--- config.mk ---
export PLATFORM = sky130hd
export DESIGN_NAME = par_fifo_buffer
export DESIGN_NICKNAME = d
export VERILOG_FILES = /design/src/rtl/par_fifo_buffer.sv
export SDC_FILE = /design/constraint.sdc
export NUM_CORES = 1
export LEC_CHECK = 0
export BUFFER_PORTS_ARGS = -buffer_cell sky130_fd_sc_hd__buf_2
export CAP_MARGIN = 20
export CORE_ASPECT_RATIO = 1.1
export CORE_UTILIZATION = 50
export CTS_CLUSTER_SIZE = 16
export DETAILED_ROUTE_END_ITERATION = 10
export GPL_TIMING_DRIVEN = 0
export PLACE_DENSITY = 0.69
export SKIP_LAST_GASP = 1
export SLEW_MARGIN = 20
export SYNTH_ARGS = -nofsm -noshare
export SYNTH_HDL_FRONTEND = slang
export SYNTH_HIERARCHICAL = 1
export SYNTH_SLANG_ARGS = --single-unit
--- constraint.sdc ---
create_clock -name clk -period 3.3 [get_ports clk]
set_clock_uncertainty 0.1 [all_clocks]
set_input_delay 0.33 -clock clk [delete_from_list [all_inputs] [get_ports clk]]
set_output_delay 0.33 -clock clk [all_outputs]
set_load 0.01 [all_outputs]
--- src/rtl/par_fifo_buffer.sv ---
// par_fifo_buffer: circular multi-word FIFO. Each accepted push writes
// PAR_WRITE words, each accepted pop removes PAR_READ words. DEPTH need not
// be a power of two; every pointer wraps by compare-and-subtract.
// Optional macro PAR_FIFO_ERR_EN adds sticky err_overflow / err_underflow.

// Per-lane address generator: (base + OFFSET) mod DEPTH, valid for
// base < DEPTH and OFFSET <= DEPTH, so one conditional subtract suffices.
module par_fifo_wrap #(
  parameter int ADDR_WIDTH = 4,
  parameter int DEPTH      = 16,
  parameter int OFFSET     = 0
) (
  input  logic [ADDR_WIDTH-1:0] base,
  output logic [ADDR_WIDTH-1:0] wrapped
);
  localparam logic [ADDR_WIDTH:0] OFF = (ADDR_WIDTH+1)'(OFFSET);
  localparam logic [ADDR_WIDTH:0] DEP = (ADDR_WIDTH+1)'(DEPTH);

  logic [ADDR_WIDTH:0] sum;

  // Add offset one bit wider, then fold back into 0..DEPTH-1.
  always_comb begin
    sum = {1'b0, base} + OFF;
    if (sum >= DEP) sum = sum - DEP;
  end

  assign wrapped = sum[ADDR_WIDTH-1:0];
endmodule

module par_fifo_buffer #(
  parameter int DATA_WIDTH = 16,
  parameter int DEPTH      = 16,
  parameter int PAR_WRITE  = 1,
  parameter int PAR_READ   = 1,
  parameter int ADDR_WIDTH = $clog2(DEPTH),
  parameter int CNT_WIDTH  = $clog2(DEPTH+1)
) (
  input  logic                           clk,
  input  logic                           rst_n,
  input  logic                           clear,
  input  logic                           push,
  input  logic [PAR_WRITE*DATA_WIDTH-1:0] push_data,
  output logic                           push_ready,
  input  logic                           pop,
  output logic [PAR_READ*DATA_WIDTH-1:0] pop_data,
  output logic                           pop_valid,
  output logic [CNT_WIDTH-1:0]           count,
  output logic                           full,
`ifdef PAR_FIFO_ERR_EN
  output logic                           err_overflow,
  output logic                           err_underflow,
`endif
  output logic                           empty
);
  localparam logic [CNT_WIDTH:0] PW_C  = (CNT_WIDTH+1)'(PAR_WRITE);
  localparam logic [CNT_WIDTH:0] PR_C  = (CNT_WIDTH+1)'(PAR_READ);
  localparam logic [CNT_WIDTH:0] DEP_C = (CNT_WIDTH+1)'(DEPTH);

  logic [DATA_WIDTH-1:0] mem [DEPTH];

  logic [ADDR_WIDTH-1:0] wr_ptr, rd_ptr;
  logic [ADDR_WIDTH-1:0] wr_ptr_nxt, rd_ptr_nxt;

  // Counter carries one spare bit so flag decodes and arithmetic share width.
  logic [CNT_WIDTH:0]    cnt_q, cnt_nxt;

  logic [PAR_WRITE-1:0][ADDR_WIDTH-1:0] wr_addr;
  logic [PAR_READ-1:0][ADDR_WIDTH-1:0]  rd_addr;

  logic push_acc, pop_acc;

  // Flags decode only the registered count: no same-cycle bypass.
  assign push_ready = (cnt_q + PW_C) <= DEP_C;
  assign pop_valid  = cnt_q >= PR_C;
  assign full       = cnt_q == DEP_C;
  assign empty      = cnt_q == '0;
  assign count      = cnt_q[CNT_WIDTH-1:0];

  assign push_acc = push & push_ready;
  assign pop_acc  = pop & pop_valid;

  // Per-lane write addresses.
  for (genvar k = 0; k < PAR_WRITE; k++) begin : g_wr_lane
    par_fifo_wrap #(.ADDR_WIDTH(ADDR_WIDTH), .DEPTH(DEPTH), .OFFSET(k)) u_wrap (
      .base    (wr_ptr),
      .wrapped (wr_addr[k])
    );
  end

  // Per-lane read addresses and combinational read; word 0 is oldest.
  for (genvar i = 0; i < PAR_READ; i++) begin : g_rd_lane
    par_fifo_wrap #(.ADDR_WIDTH(ADDR_WIDTH), .DEPTH(DEPTH), .OFFSET(i)) u_wrap (
      .base    (rd_ptr),
      .wrapped (rd_addr[i])
    );
    assign pop_data[i*DATA_WIDTH +: DATA_WIDTH] = mem[rd_addr[i]];
  end

  // Pointer advance for a whole accepted transfer.
  par_fifo_wrap #(.ADDR_WIDTH(ADDR_WIDTH), .DEPTH(DEPTH), .OFFSET(PAR_WRITE)) u_wr_adv (
    .base    (wr_ptr),
    .wrapped (wr_ptr_nxt)
  );
  par_fifo_wrap #(.ADDR_WIDTH(ADDR_WIDTH), .DEPTH(DEPTH), .OFFSET(PAR_READ)) u_rd_adv (
    .base    (rd_ptr),
    .wrapped (rd_ptr_nxt)
  );

  // Occupancy update; stays within 0..DEPTH because acceptance is gated.
  always_comb begin
    cnt_nxt = cnt_q;
    if (push_acc) cnt_nxt = cnt_nxt + PW_C;
    if (pop_acc)  cnt_nxt = cnt_nxt - PR_C;
  end

  // Pointer/count state: reset beats clear, clear beats push/pop.
  always_ff @(posedge clk) begin
    if (!rst_n) begin
      wr_ptr <= '0;
      rd_ptr <= '0;
      cnt_q  <= '0;
    end else if (clear) begin
      wr_ptr <= '0;
      rd_ptr <= '0;
      cnt_q  <= '0;
    end else begin
      if (push_acc) wr_ptr <= wr_ptr_nxt;
      if (pop_acc)  rd_ptr <= rd_ptr_nxt;
      cnt_q <= cnt_nxt;
    end
  end

  // Storage write: memory is never reset and untouched by clear.
  always_ff @(posedge clk) begin
    if (rst_n && !clear && push_acc) begin
      for (int k = 0; k < PAR_WRITE; k++)
        mem[wr_addr[k]] <= push_data[k*DATA_WIDTH +: DATA_WIDTH];
    end
  end

`ifdef PAR_FIFO_ERR_EN
  // Sticky illegal-request flags, cleared by reset or clear.
  always_ff @(posedge clk) begin
    if (!rst_n || clear) begin
      err_overflow  <= 1'b0;
      err_underflow <= 1'b0;
    end else begin
      if (push && !push_ready) err_overflow  <= 1'b1;
      if (pop  && !pop_valid)  err_underflow <= 1'b1;
    end
  end
`endif

endmodule

==> metrics list, run 1 <==
* Leakage power summed over all cells: 4.15 nW
- Of all flip-flops after synthesis, the portion carrying an async set or reset was 0.
- Worst-case reg-to-reg path depth: 9
- Number of antenna diodes: 0
* Routed via count: 5338
- Pin count of the biggest net entering global routing: 17
- Average wire per standard cell: 23.7 um
- Setup slack on the critical path of the routed design comes to 83.2 ps.
* Final HPWL DP: 13.6 mm
- In this run the register-to-register setup slack is 80 ps.
- Maximum vdd ir drop: 0.345 mV
- Synthesis produced a netlist whose cell count is 520.
- The worst register-to-register path begins at cnt_q[0].
- For this configuration, the core starts out at a cell density of 0.508.
- Number of violations reported at the end of detailed-routing iteration 0: 375
* Max Clock Freq: 311 MHz
* Hold buffer count at CTS: 0
- Layout Nets: 651
- The first global-routing pass estimated 32.8 mm of wire.
* Clock network fraction of design power: 0.430
* Portion of total power attributed to combinational logic: 0.050
- Req. time, crit path: 3420 ps
* Die span in x: 142 um
- The final max-slew violation count came to 0.
- After synthesis, the cell types taking the most area are sky130_fd_sc_hd__edfxtp_1 (71%), sky130_fd_sc_hd__mux4_2 (17%), sky130_fd_sc_hd__dfxtp_1 (2.6%), sky130_fd_sc_hd__ha_1 (0.92%), sky130_fd_sc_hd__buf_4 (0.90%).
- After clock tree synthesis, the clock-pin slew on the worst setup and hold paths is 70 ps.
- Result of the run: complete, no violations
- Final period util: 0.975
* Setup Viol. Count Final: 0
- STA puts the critical path data arrival time at 3340 ps.
* Total global routing overflow: 0
- Cell-internal power: 0.00586 W
- GRT Util Overall: 0.206
- In this run the most critical hold path is launched from push_data[8].
- The number of global-route vias before repair was 5455.
- Sequential share of power: 0.520
* Floorplan die height: 156 um
- In this run the cell area of the synthesized design comes to 10800 um^2.
* Synth Register Bits: 270
- Num rows: 56
* Top Ports: 46
- Final std cells w/o fill: 932
* Setup repair after global routing missed its margin: true
- Of the total synthesized cell area, the portion taken by full adders, half adders and majority gates is 0.00924.
- Pre-CTS setup slack: -114 ps
- Complex-gate fraction of the synthesized area: 0.0202
- Number of iterations in the first detailed-routing pass: 4
* Core region area: 21300 um^2
- Longest Clk Path Bufs: 3
* Slew HR: 0.567
- After detailed routing, the number of vias per cell comes to 5.73.
* Switching part of the total power: 0.193
- Count of input and output buffers: 44
- By area, the combinational part of the netlist is dominated by multiplexers.
* Number of clock buffers inserted by TritonCTS: 26
* Cell accounting for the most synthesized area: sky130_fd_sc_hd__edfxtp_1
- Portion of netlist area occupied by mux cells: 0.168
* Core Util, Final: 0.606
- The analysis attributes to net switching a power of 0.00140 W.
- The number of placed instances, taps included, is 866.
* Insertion delay to the later sink of the worst-skew pair: 510 ps
- For this design, the sink count on the clock tree is 270.
- Routed wire length: 22.1 mm
* Start-to-end type of the worst setup path: flop to flop
- Count of max-cap constraint violations: 0
* Layout overhead on the synthesized area: 19.2%
- TritonCTS built the clock tree.
* Most used flip-flop cell after synthesis: sky130_fd_sc_hd__edfxtp_1
* Actual slew at the worst max-slew pin: 649 ps
- STA classifies the critical path endpoint as a flop.
- The tightest hold path in the finished design has a slack of 73.1 ps.
- The share of synthesized area in the top cell type comes to 0.710.
* Count of warnings emitted by yosys: 6
* Path type of the worst min-delay path: input pin to flop
- Number of fill cells: 1517
- Power per Cell Area: 562 nW/um^2
- A synthesized cell averages 20.8 um^2.
- Subtracting the final worst setup slack from the clock period gives 3220 ps.
- Synthesized netlist net count: 549
- Of the total synthesized cell area, the portion taken by AND, OR, NAND and NOR gates is 0.0349.
- The worst setup path is launched from a flop.
* Xor and xnor fraction of the mapped netlist area: 0.00647
* Number of antenna violations at the first check in global routing: 0
- For this run, design rule violations remaining after detail routing come to 0.
- In this run the clock root is driven by a sky130_fd_sc_hd__clkbuf_16.
- Hold Violations, Final: 0
- Counting instances, the worst hold path has a depth of 1.
* Count of distinct cell types in the synthesized netlist: 46
- Critical path startpoint: cnt_q[0]
- Once detail routing completed, the nets flagged for antenna violations numbered 0.
- RePlAce Congestion: 0.808
- The die covers 22300 um^2.
- Summing all flip-flop and latch instances after layout gives 7970 um^2.
- Of the synthesized area, sequential elements account for 0.736.
- Along the worst path, the maximum fanout reaches 10.
* Number of flops mapped to enable cells by yosys: 256
* H-Tree Depth: 1
- Summing all multi-input logic gate instances after layout gives 2710 um^2.
* Setup total negative slack: 0 ps
* Fraction of final layout cells sized beyond drive strength 1: 0.410
[layer usage]
| layer | vias up | wire [um] | track usage |
|---|---|---|---|
| met2 | 192 | 11500 | 0.352 |
| met4 | 0 | 427 | 0.0681 |
| li1 | 2338 | - | - |
| met3 | 32 | 1370 | 0.0373 |
| met1 | 2776 | 8820 | 0.266 |
| met5 | - | 0 | 0 |
[path summary, 6_finish.rpt]
| check | endpoint |
|---|---|
| worst max-delay path | mem[12][9] |
| worst min register to register | rd_ptr[3] |
| worst min-delay path | mem[10][8] |
| worst max register to register | mem[12][9] |
[sequential cells by signal, indices dropped and copies added (netlist names)]
register	count
cnt_q	6
mem	256
rd_ptr	4
wr_ptr	4
[Yosys cell counts (4+ instances only)]
library cell and n:
sky130_fd_sc_hd__xor2_1 4, sky130_fd_sc_hd__xnor2_1 4, sky130_fd_sc_hd__nor3_1 8, sky130_fd_sc_hd__nand2_1 18
sky130_fd_sc_hd__edfxtp_1 256, sky130_fd_sc_hd__nand3_1 12, sky130_fd_sc_hd__a21oi_1 12, sky130_fd_sc_hd__buf_2 6
sky130_fd_sc_hd__mux4_2 80, sky130_fd_sc_hd__clkbuf_1 10, sky130_fd_sc_hd__dfxtp_1 14, sky130_fd_sc_hd__buf_4 13
sky130_fd_sc_hd__nor2_1 26, sky130_fd_sc_hd__inv_1 6, sky130_fd_sc_hd__ha_1 8
[cell type report]
cell class | count | share of cell area
tap | 290 | 0.0281
clock buffer | 35 | 0.0593
buffer | 35 | 0.0224
inverter | 6 | 0.00174
sequential | 270 | 0.617
clock inverter | 13 | 0.0124
timing repair buffer | 77 | 0.0487
multi-input combinational | 206 | 0.210
[power by group through the flow]
stage,registers [W],clock network [W],logic (W)
final,0.00377,0.00312,0.000366
after global routing,0.00377,0.00330,0.000399
after CTS,0.00377,0.00317,0.000371
after detailed placement,0.00384,0,0.000362
after global placement,0.00384,0,0.000346
after floorplan,0.00384,0,0.000233
[cell usage in the layout (no fill, tap or decap), drive strengths merged, types with 3 or more instances in the layout]
cell type,netlist,routed
nor3,8,8
dfxtp,14,14
a21oi,13,13
nand3,13,13
mux4,80,80
xor2,4,4
edfxtp,256,256
nor2,26,26
xnor2,4,4
inv,6,6
bufinv,0,4
clkbuf,13,46
nand2,19,19
o21ai,3,3
buf,24,99
nand2b,3,3
clkinv,0,9
ha,8,8
and3,4,4
[metrics by stage]
step                      power [W]  instance area, um^2
after detailed placement    0.00421                11700
after global placement      0.00419                11400
after CTS                   0.00731                12700
final                       0.00726                12900
after global routing        0.00747                12900
after floorplan             0.00408                10900
[worst max-delay path, stage by stage (launching register included)]
cell	delay (ps)
sky130_fd_sc_hd__dfxtp_1	440
sky130_fd_sc_hd__ha_1	300
sky130_fd_sc_hd__and3_2	230
sky130_fd_sc_hd__a21o_1	200
sky130_fd_sc_hd__o311ai_4	190
sky130_fd_sc_hd__or2_2	370
sky130_fd_sc_hd__nor2_1	100
sky130_fd_sc_hd__nand2_1	190
sky130_fd_sc_hd__nor2_2	580
sky130_fd_sc_hd__buf_8	230
[cells by family after synthesis]
kind of cell	count (synthesis)
flip-flops	270
XOR/XNOR	8
AND/OR/NAND/NOR	80
buffers and inverters	44
AO/OA/AOI/OAI	28
adder cells (fa/ha/maj)	8
multiplexers	82
[what timing repair did]
| item | CTS | global route |
|---|---|---|
| pin swaps | 2 | 7 |
| buffers inserted | 6 | 15 |
| endpoints found under the setup margin | 96 | 175 |
| gates resized for setup | 26 | 7 |
No activity file was read; power rests on OpenSTA's default activity.
==> inputs of run 2 (changes only) <==
--- a/config.mk
+++ b/config.mk
@@ -5,6 +5,7 @@
 export SDC_FILE = /design/constraint.sdc
 export NUM_CORES = 1
 export LEC_CHECK = 0
+export ABC_AREA = 1
 export BUFFER_PORTS_ARGS = -buffer_cell sky130_fd_sc_hd__buf_2
 export CAP_MARGIN = 20
 export CORE_ASPECT_RATIO = 1.1
@@ -13,6 +14,7 @@
 export DETAILED_ROUTE_END_ITERATION = 10
 export GPL_TIMING_DRIVEN = 0
 export PLACE_DENSITY = 0.69
+export RECOVER_POWER = 50
 export SKIP_LAST_GASP = 1
 export SLEW_MARGIN = 20
 export SYNTH_ARGS = -nofsm -noshare
==> run 2 against run 1 <==
Against the previous run:
- worst setup slack worse by 9.0 ps
- clock-buffer cell count up 3
- final cell count is 35% higher
- design area stayed put
- clock power fell by 13%
- flip-flop and latch count unchanged
- hold slack got worse by 30 ps
- first-iteration DRC count grew 110%
- critical path type is now flop to output pin
==> metrics list, run 2 <==
- Buffers inserted to repair hold after CTS numbered 0.
* Slowest stage cell, crit path: sky130_fd_sc_hd__dfxtp_1
- Pin placement for this block handled 46 I/O pins.
- Synthesis produced 863 cells.
- Post-synthesis instance area: 11400 um^2
- Most common cell after layout, fill and taps aside: sky130_fd_sc_hd__edfxtp_1
* Max FFs per register: 256
- Overall die area: 23300 um^2
* Top-count cell post-synth: sky130_fd_sc_hd__edfxtp_1
* Fraction of final layout cells sized beyond drive strength 1: 0.140
* Area contributors post-synth: sky130_fd_sc_hd__edfxtp_1 (68%), sky130_fd_sc_hd__mux2i_1 (5.6%), sky130_fd_sc_hd__o211ai_1 (4.2%), sky130_fd_sc_hd__o21ai_0 (3.8%), sky130_fd_sc_hd__a21oi_1 (3.1%)
- Min Hold Slack: 43.2 ps
- Number of antenna violations at the first check in global routing: 0
* Worst hold stages: 3
- The share of total power dissipated in combinational logic is 0.080.
- For hold timing, the worst endpoint is wr_ptr[0].
- Num rows: 57
* Power per Cell Area: 548 nW/um^2
- Leakage power summed over all cells: 4.31 nW
- In the finished design, the share of the clock period the worst path needs comes to 0.978.
- Actual slew at the worst max-slew pin: 817 ps
- Setup Viol. Count Final: 0
- Most used cells in the layout excluding fill and tap cells: sky130_fd_sc_hd__edfxtp_1 (256), sky130_fd_sc_hd__inv_1 (90), sky130_fd_sc_hd__o21ai_0 (86), sky130_fd_sc_hd__a21oi_1 (71)
- Synthesized netlist net count: 892
- The first global-routing pass estimated 41.9 mm of wire.
- Routability-driven placement finished with a final weighted congestion of 0.818.
- Sorting the synthesized cells by how often they occur yields sky130_fd_sc_hd__edfxtp_1 (256), sky130_fd_sc_hd__inv_1 (90), sky130_fd_sc_hd__o21ai_0 (86).
- STA puts the critical path data required time at 2870 ps.
- The worst hold path belongs to the class input pin to flop.
- Number of fill cells: 1779
- Clock-pin slew was measured on the worst setup and hold paths at 60 ps.
- Start point of the worst min-delay path: push
* Count of input and output buffers: 44
- The number of global-route vias before repair came to 6890.
- Of the total power, registers draw 0.534.
* Core region area: 22200 um^2
- Layout overhead on the synthesized area: 13.6%
- Adding up every negative setup slack in the final design gives 0 ps.
- Yosys top cell area share: 0.677
- Most numerous cell on the critical path: sky130_fd_sc_hd__buf_2
- CTS tree: done
* DRT antenna net count: 0
* Start-to-end type of the worst setup path: flop to output pin
* Setup repair after global routing missed its margin: false
* Flop-to-flop setup slack: 190 ps
- Number of antenna diodes: 0
* Cell area after layout: 12900 um^2
- Walking the worst path, the cells encountered are buf_4 -> buf_2 -> buf_4 -> buf_2 -> a21oi_1 -> o21ai_0 -> o211ai_1 -> o211ai_1 -> nand2_1 -> buf_2.
* Number of buffers inserted to repair setup after CTS: 0
- Entering global routing, the biggest net connects 17 pins.
- Worst path max stage delay: 420 ps
* Placed instance area: 12200 um^2
* Type of origin of the critical path: flop
- The final hold violation count is 0.
- Design Power: 0.00707 W
- Routed via count: 7215
* CP Data Arrival Time: 2800 ps
- The detailed router finished its first iteration with 802 violations.
- The floorplan step set the die height to 160 um.
- Across the whole layout, storage elements account for 7970 um^2.
- In this run, CTS created clock tree buffers numbering 26.
* NetSw: 0.00159 W
* GRT Util Overall: 0.245
* Pre-CTS setup slack: 267 ps
* Insertion delay to the later sink of the worst-skew pair: 520 ps
- The share of total power dissipated in the clock network is 0.386.
- The final max-slew violation count is 0.
* Routed wire length: 28.3 mm
* Sink count of the clock tree: 270
* Longest Clk Path Bufs: 3
* Synth Register Bits: 270
- Max Clock Freq: 310 MHz
* Clock root cell: sky130_fd_sc_hd__clkbuf_16
- Initial core utilization: 0.512
* Proportion of register bits with asynchronous set or reset after synthesis: 0
* Maximum net fanout on the critical path: 10
* H-Tree Depth: 1
- Die span in x: 146 um
- In the synthesized netlist the dominant register cell turns out to be sky130_fd_sc_hd__edfxtp_1.
* Average wire per standard cell: 22.5 um
* Worst-case reg-to-reg path depth: 13
* Drt via density: 5.74
- # DRC: 0
* Worst R2R End: mem[8][11]
- Count of distinct cell types in the synthesized netlist: 33
- STA classifies the critical path endpoint as an output pin.
- Count of warnings emitted by yosys: 6
- Of the total power, the share spent switching nets is 0.225.
- After global routing the overflow that remains totals 0.
- CP delay by family, top: buffers and inverters
- The critical path contains buffers and inverters numbering 5 combined.
* Multi-input logic area: 2830 um^2
- Cell accounting for the most synthesized area: sky130_fd_sc_hd__edfxtp_1
- The tool flagged a number of max-cap violations equal to 0.
- Layout Nets: 972
- Final critical path time including I/O delays and setup: 3230 ps
- Number of flops mapped to enable cells by yosys: 256
- After layout, the worst setup slack is 74.2 ps.
- Cell internal power was estimated by the tool at 0.00548 W.
- Slew HR: 0.455
- Result of the run: complete, no violations
* Maximum vdd ir drop: 0.307 mV
- The first detailed-routing pass ran for 5 iterations.
- The startpoint identified for the worst register-to-register timing path is cnt_q[0].
- Syn Area/Cell: 13.2 um^2
- Final HPWL DP: 17.7 mm
- Register area share after synthesis: 0.701
-- run 2: changes by cell type after synthesis, moves of 34 or more --
cell,previous run,this run
sky130_fd_sc_hd__a21oi_1,12,71
sky130_fd_sc_hd__inv_1,6,90
sky130_fd_sc_hd__mux2i_1,2,64
sky130_fd_sc_hd__mux4_2,80,0
sky130_fd_sc_hd__nand2_1,18,52
sky130_fd_sc_hd__o211ai_1,0,64
sky130_fd_sc_hd__o21ai_0,2,86
-- run 2: worst register-to-register path, delay by kind of cell, from the launching register on --
family	cells	cell delay [ps]
flops	1	550
buf+inv	3	480
fa+ha+maj	1	260
simple gates	9	1430
-- run 2: power groups by stage --
stage | clock network, W | registers (W) | logic (W)
3_5_place_dp | 0 | 0.00385 | 0.000566
6_report | 0.00273 | 0.00378 | 0.000569
5_1_grt | 0.00286 | 0.00378 | 0.000618
3_3_place_gp | 0 | 0.00385 | 0.000552
2_1_floorplan | 0 | 0.00385 | 0.000330
4_1_cts | 0.00274 | 0.00378 | 0.000569
-- run 2: metal layers --
layer,global-route usage,share of wire
met1,0.327,0.40
met2,0.404,0.48
met3,0.0431,0.088
met4,0.0880,0.033
met5,0,0
-- run 2: kinds of logic after synthesis --
family          Yosys count  share of synthesized area
compound gates          224                      0.114
xor+xnor                  3                    0.00231
fa+ha+maj                 8                    0.00881
buf+inv                 153                     0.0575
flops                   270                      0.701
mux                      64                     0.0564
simple gates            141                     0.0601
-- run 2: final cells by class --
class | count | share of cell area
timing repair buffer | 53 | 0.0239
inverter | 94 | 0.0274
sequential | 270 | 0.617
clock buffer | 38 | 0.0571
buffer | 58 | 0.0240
tap | 295 | 0.0286
clock inverter | 8 | 0.00262
multi-input combinational | 440 | 0.219
-- run 2: metrics by stage --
step,cells,utilization
after floorplan,863,-
after global placement,1202,0.539
after detailed placement,1211,0.548
after CTS,1256,0.583
after global routing,1256,0.582
final,1256,0.582
-- run 2: how the worst max path moves through the flow --
| stage | start | cells after the start | slack (ps) | end |
|---|---|---|---|---|
| 5_1_grt | rd_ptr[0] | 10 | 1 | pop_data[2] |
| 6_report | rd_ptr[0] | 10 | 70 | pop_data[2] |
| 2_1_floorplan | cnt_q[0] | 12 | 410 | mem[6][0] |
| 3_5_place_dp | cnt_q[0] | 13 | 270 | mem[8][4] |
| 4_1_cts | rd_ptr[0] | 10 | 4 | pop_data[4] |
| 3_3_place_gp | cnt_q[0] | 12 | -890 | mem[5][5] |
-- run 2: repair_timing --
item / in CTS / in global routing
setup endpoints to repair: 11 / 12
pin swaps: 0 / 0
gates resized for setup: 4 / 10
==> inputs of run 3 (changes only) <==
--- a/config.mk
+++ b/config.mk
@@ -13,9 +13,8 @@
 export CTS_CLUSTER_SIZE = 16
 export DETAILED_ROUTE_END_ITERATION = 10
 export GPL_TIMING_DRIVEN = 0
-export PLACE_DENSITY = 0.69
+export PLACE_DENSITY = 0.71
 export RECOVER_POWER = 50
-export SKIP_LAST_GASP = 1
 export SLEW_MARGIN = 20
 export SYNTH_ARGS = -nofsm -noshare
 export SYNTH_HDL_FRONTEND = slang
==> run 3 against run 2 <==
Against the previous run:
- flip-flop and latch count is the same
- hold slack got worse by 3.0 ps
- die area unchanged
- final cell count grew 0.40%
- global-route usage grew 0.24 points
- sequential power about the same
- design area increased by 1.4%
- register-to-register slack improved by 40 ps
- sequential share of layout area down 0.83 points
- worst setup slack got worse by 13 ps
- first-iteration DRC count grew 11%
- clock power grew 15%
==> metrics list, run 3 (synthesis gave the netlist of run 2 again) <==
- Result of the run: complete, no violations
- Cells after DPL: 1211
* RePlAce Congestion: 0.824
- After the last flow step, the layout net total stands at 975.
* Final period util: 0.981
* Path type of the worst min-delay path: input pin to flop
- Dividing the detail-routed via count by the number of cells gives 5.86.
- In this run the number of H-tree levels came out at 1.
- After detailed routing, the average wire length per cell comes to 22.7 um.
- Data arrives at the worst endpoint at 2810 ps.
* Count of final max-slew check failures: 0
- The first global-routing pass estimated 42.5 mm of wire.
- Entering global routing, the biggest net connects 17 pins.
- The critical path goes through buf_4 -> buf_2 -> buf_4 -> buf_2 -> a21oi_1 -> o21ai_0 -> o211ai_1 -> o211ai_1 -> nand2_1 -> buf_2.
* Setup Viol. Count Final: 0
- Met1 WL: 11.2 mm
- During I/O placement, the number of pins put on the boundary was 46.
- Across all hold checks on the routed design, the worst slack comes to 40.2 ps.
* Clock slew at reported path FFs: 60 ps
- Initial core utilization: 0.512
- The number of clock buffers added by TritonCTS is 26.
- Multi-input logic area: 2830 um^2
* Start point of the worst min-delay path: push
- On the worst path, the slowest cell contributes a delay of 410 ps.
- After detailed routing, the met2 layer carries 13.6 mm of wire.
- In this run the remaining antenna-violating nets after routing total 0.
- At the end of the flow the core is filled with cells to 0.590.
* Req. time, crit path: 2870 ps
* Overall die area: 23300 um^2
- In the layout the commonest cells are sky130_fd_sc_hd__edfxtp_1 (256), sky130_fd_sc_hd__inv_1 (90), sky130_fd_sc_hd__o21ai_0 (86), sky130_fd_sc_hd__a21oi_1 (71).
- Derived from the worst setup path, the maximum achievable clock frequency is 309 MHz.
- The final hold violation count came to 0.
- In this run the deepest clock path goes through 3 buffers.
* Layout overhead on the synthesized area: 15.2%
- Summed over all layers, the routed wires come to 28.6 mm.
* CP Buf/Inv Count: 5
* CTS tree: done
- Maximum vdd ir drop: 0.403 mV
- Met3 wire length: 2.83 mm
* CP delay by family, top: buffers and inverters
* Fraction of final layout cells sized beyond drive strength 1: 0.157
- The startpoint identified for the worst register-to-register timing path is cnt_q[0].
- The first routing iteration left 888 violations.
* Number of antenna violations at the first check in global routing: 0
- The floorplan step defined a core boundary enclosing 22200 um^2.
- Dividing total power by cell area gives a power density of 572 nW/um^2.
* Floorplan die height: 160 um
- Hold buffer count at CTS: 0
* Flop-to-flop setup slack: 230 ps
- Worst R2R End: mem[14][4]
- Routed via count: 7390
- Worst-case reg-to-reg path depth: 12
- Slowest stage cell, crit path: sky130_fd_sc_hd__dfxtp_1
- The wire-length estimate of the detail-placed layout is 17.6 mm.
- For this run, the total global-route usage over all layers was measured as 0.247.
* Total global routing overflow: 0
- Num rows: 57
* Die span in x: 146 um
- For the pin with the worst max-slew slack, the measured transition is 885 ps.
- Count of input and output buffers: 44
- The number of global-route vias before repair is 7032.
- The worst hold path was traced through 3 stages.
- Number of antenna diodes: 0
- Number of iterations in the first detailed-routing pass: 5
- Max FFs per register: 256
- Most numerous cell on the critical path: sky130_fd_sc_hd__buf_2
- The critical path in this run is classified as flop to output pin.
- In this run the tightest slew margin relative to its limit is 0.410.
- The design draws 0.00748 W.
- The worst setup path is launched from a flop.
- Count of max-cap constraint violations: 0
* Insertion delay to the later sink of the worst-skew pair: 520 ps
- Final critical path time including I/O delays and setup: 3240 ps
* Number of fill cells: 1713
* FF+latch area: 7970 um^2
- After detailed routing, the number of remaining DRC violations is 0.
- Final std cells w/o fill: 1261
* Clock root cell: sky130_fd_sc_hd__clkbuf_16
- Highest routed metal layer: met4
* Sink count of the clock tree: 270
* Critical Path Sink Type: output pin
- Most common cell after layout, fill and taps aside: sky130_fd_sc_hd__edfxtp_1
* End point of the most critical hold path: wr_ptr[0]
- Leakage power summed over all cells: 4.40 nW
- Maximum net fanout on the critical path: 10
[run 3: cell count changes in the layout (fill, tap and decap cells not counted), sizes merged]
cell	delta
buf	+3
clkinvlp	+5
bufinv	+5
clkbuf	-6
clkinv	-2
[run 3: repair_timing]
item / CTS / global route
endpoints found under the setup margin: 14 / 23
resized for setup: 6 / 13
pin swaps: 0 / 1
buffers inserted: 0 / 3
[run 3: where the power goes]
group          leakage [nW]  internal [W]  switching [W]  total, W
Combinational          1.54      0.000183       0.000386  0.000569
Clock                 0.439       0.00191        0.00123   0.00314
Sequential             2.42       0.00376      0.0000149   0.00378
Total                  4.40       0.00585        0.00163   0.00748
[run 3: worst max path at each step]
| stage | start | end | slack (ps) | depth (start not counted) |
|---|---|---|---|---|
| 6_report | rd_ptr[0] | pop_data[8] | 60 | 10 |
| 5_1_grt | rd_ptr[0] | pop_data[9] | -0.05 | 10 |
| 4_1_cts | rd_ptr[1] | pop_data[9] | 6 | 9 |
| 3_5_place_dp | cnt_q[0] | mem[6][9] | 190 | 13 |
| 3_3_place_gp | cnt_q[0] | mem[5][5] | -770 | 12 |
| 2_1_floorplan | cnt_q[0] | mem[6][0] | 410 | 12 |
[run 3: layer usage]
metal | global-route usage | up-vias
li1 | - | 3316
met4 | 0.0923 | 0
met2 | 0.400 | 425
met3 | 0.0386 | 62
met5 | 0 | -
met1 | 0.340 | 3587
[run 3: final cells by class]
class	instances	area share
plain buffers	58	0.0241
clock buffers	32	0.0538
clock inverters	16	0.0163
inverters	94	0.0272
multi-input cells	440	0.216
flip-flops and latches	270	0.609
well taps	295	0.0282
repair buffers	56	0.0253
[run 3: worst reg2reg max path, cell delays in order, from the launching register on]
cell and delay, ps:
sky130_fd_sc_hd__dfxtp_1 540, sky130_fd_sc_hd__ha_1 250, sky130_fd_sc_hd__inv_1 50, sky130_fd_sc_hd__nand2_1 60, sky130_fd_sc_hd__nand2_2 60, sky130_fd_sc_hd__nor2_2 70, sky130_fd_sc_hd__nand2_1 80, sky130_fd_sc_hd__nand2_4 100
sky130_fd_sc_hd__nand3_4 100, sky130_fd_sc_hd__buf_6 170, sky130_fd_sc_hd__nor2_4 150, sky130_fd_sc_hd__nand3_1 260, sky130_fd_sc_hd__nor2_4 700
[run 3: per-stage QoR]
step                setup slack, ps  cell area [um^2]  TNS [ps]
floorplan                       406             11400         0
CTS                            6.27             13100         0
global placement               -773             12000   -120720
global route                -0.0451             13100   -0.0451
finish                         61.1             13100         0
detailed placement              188             12200         0
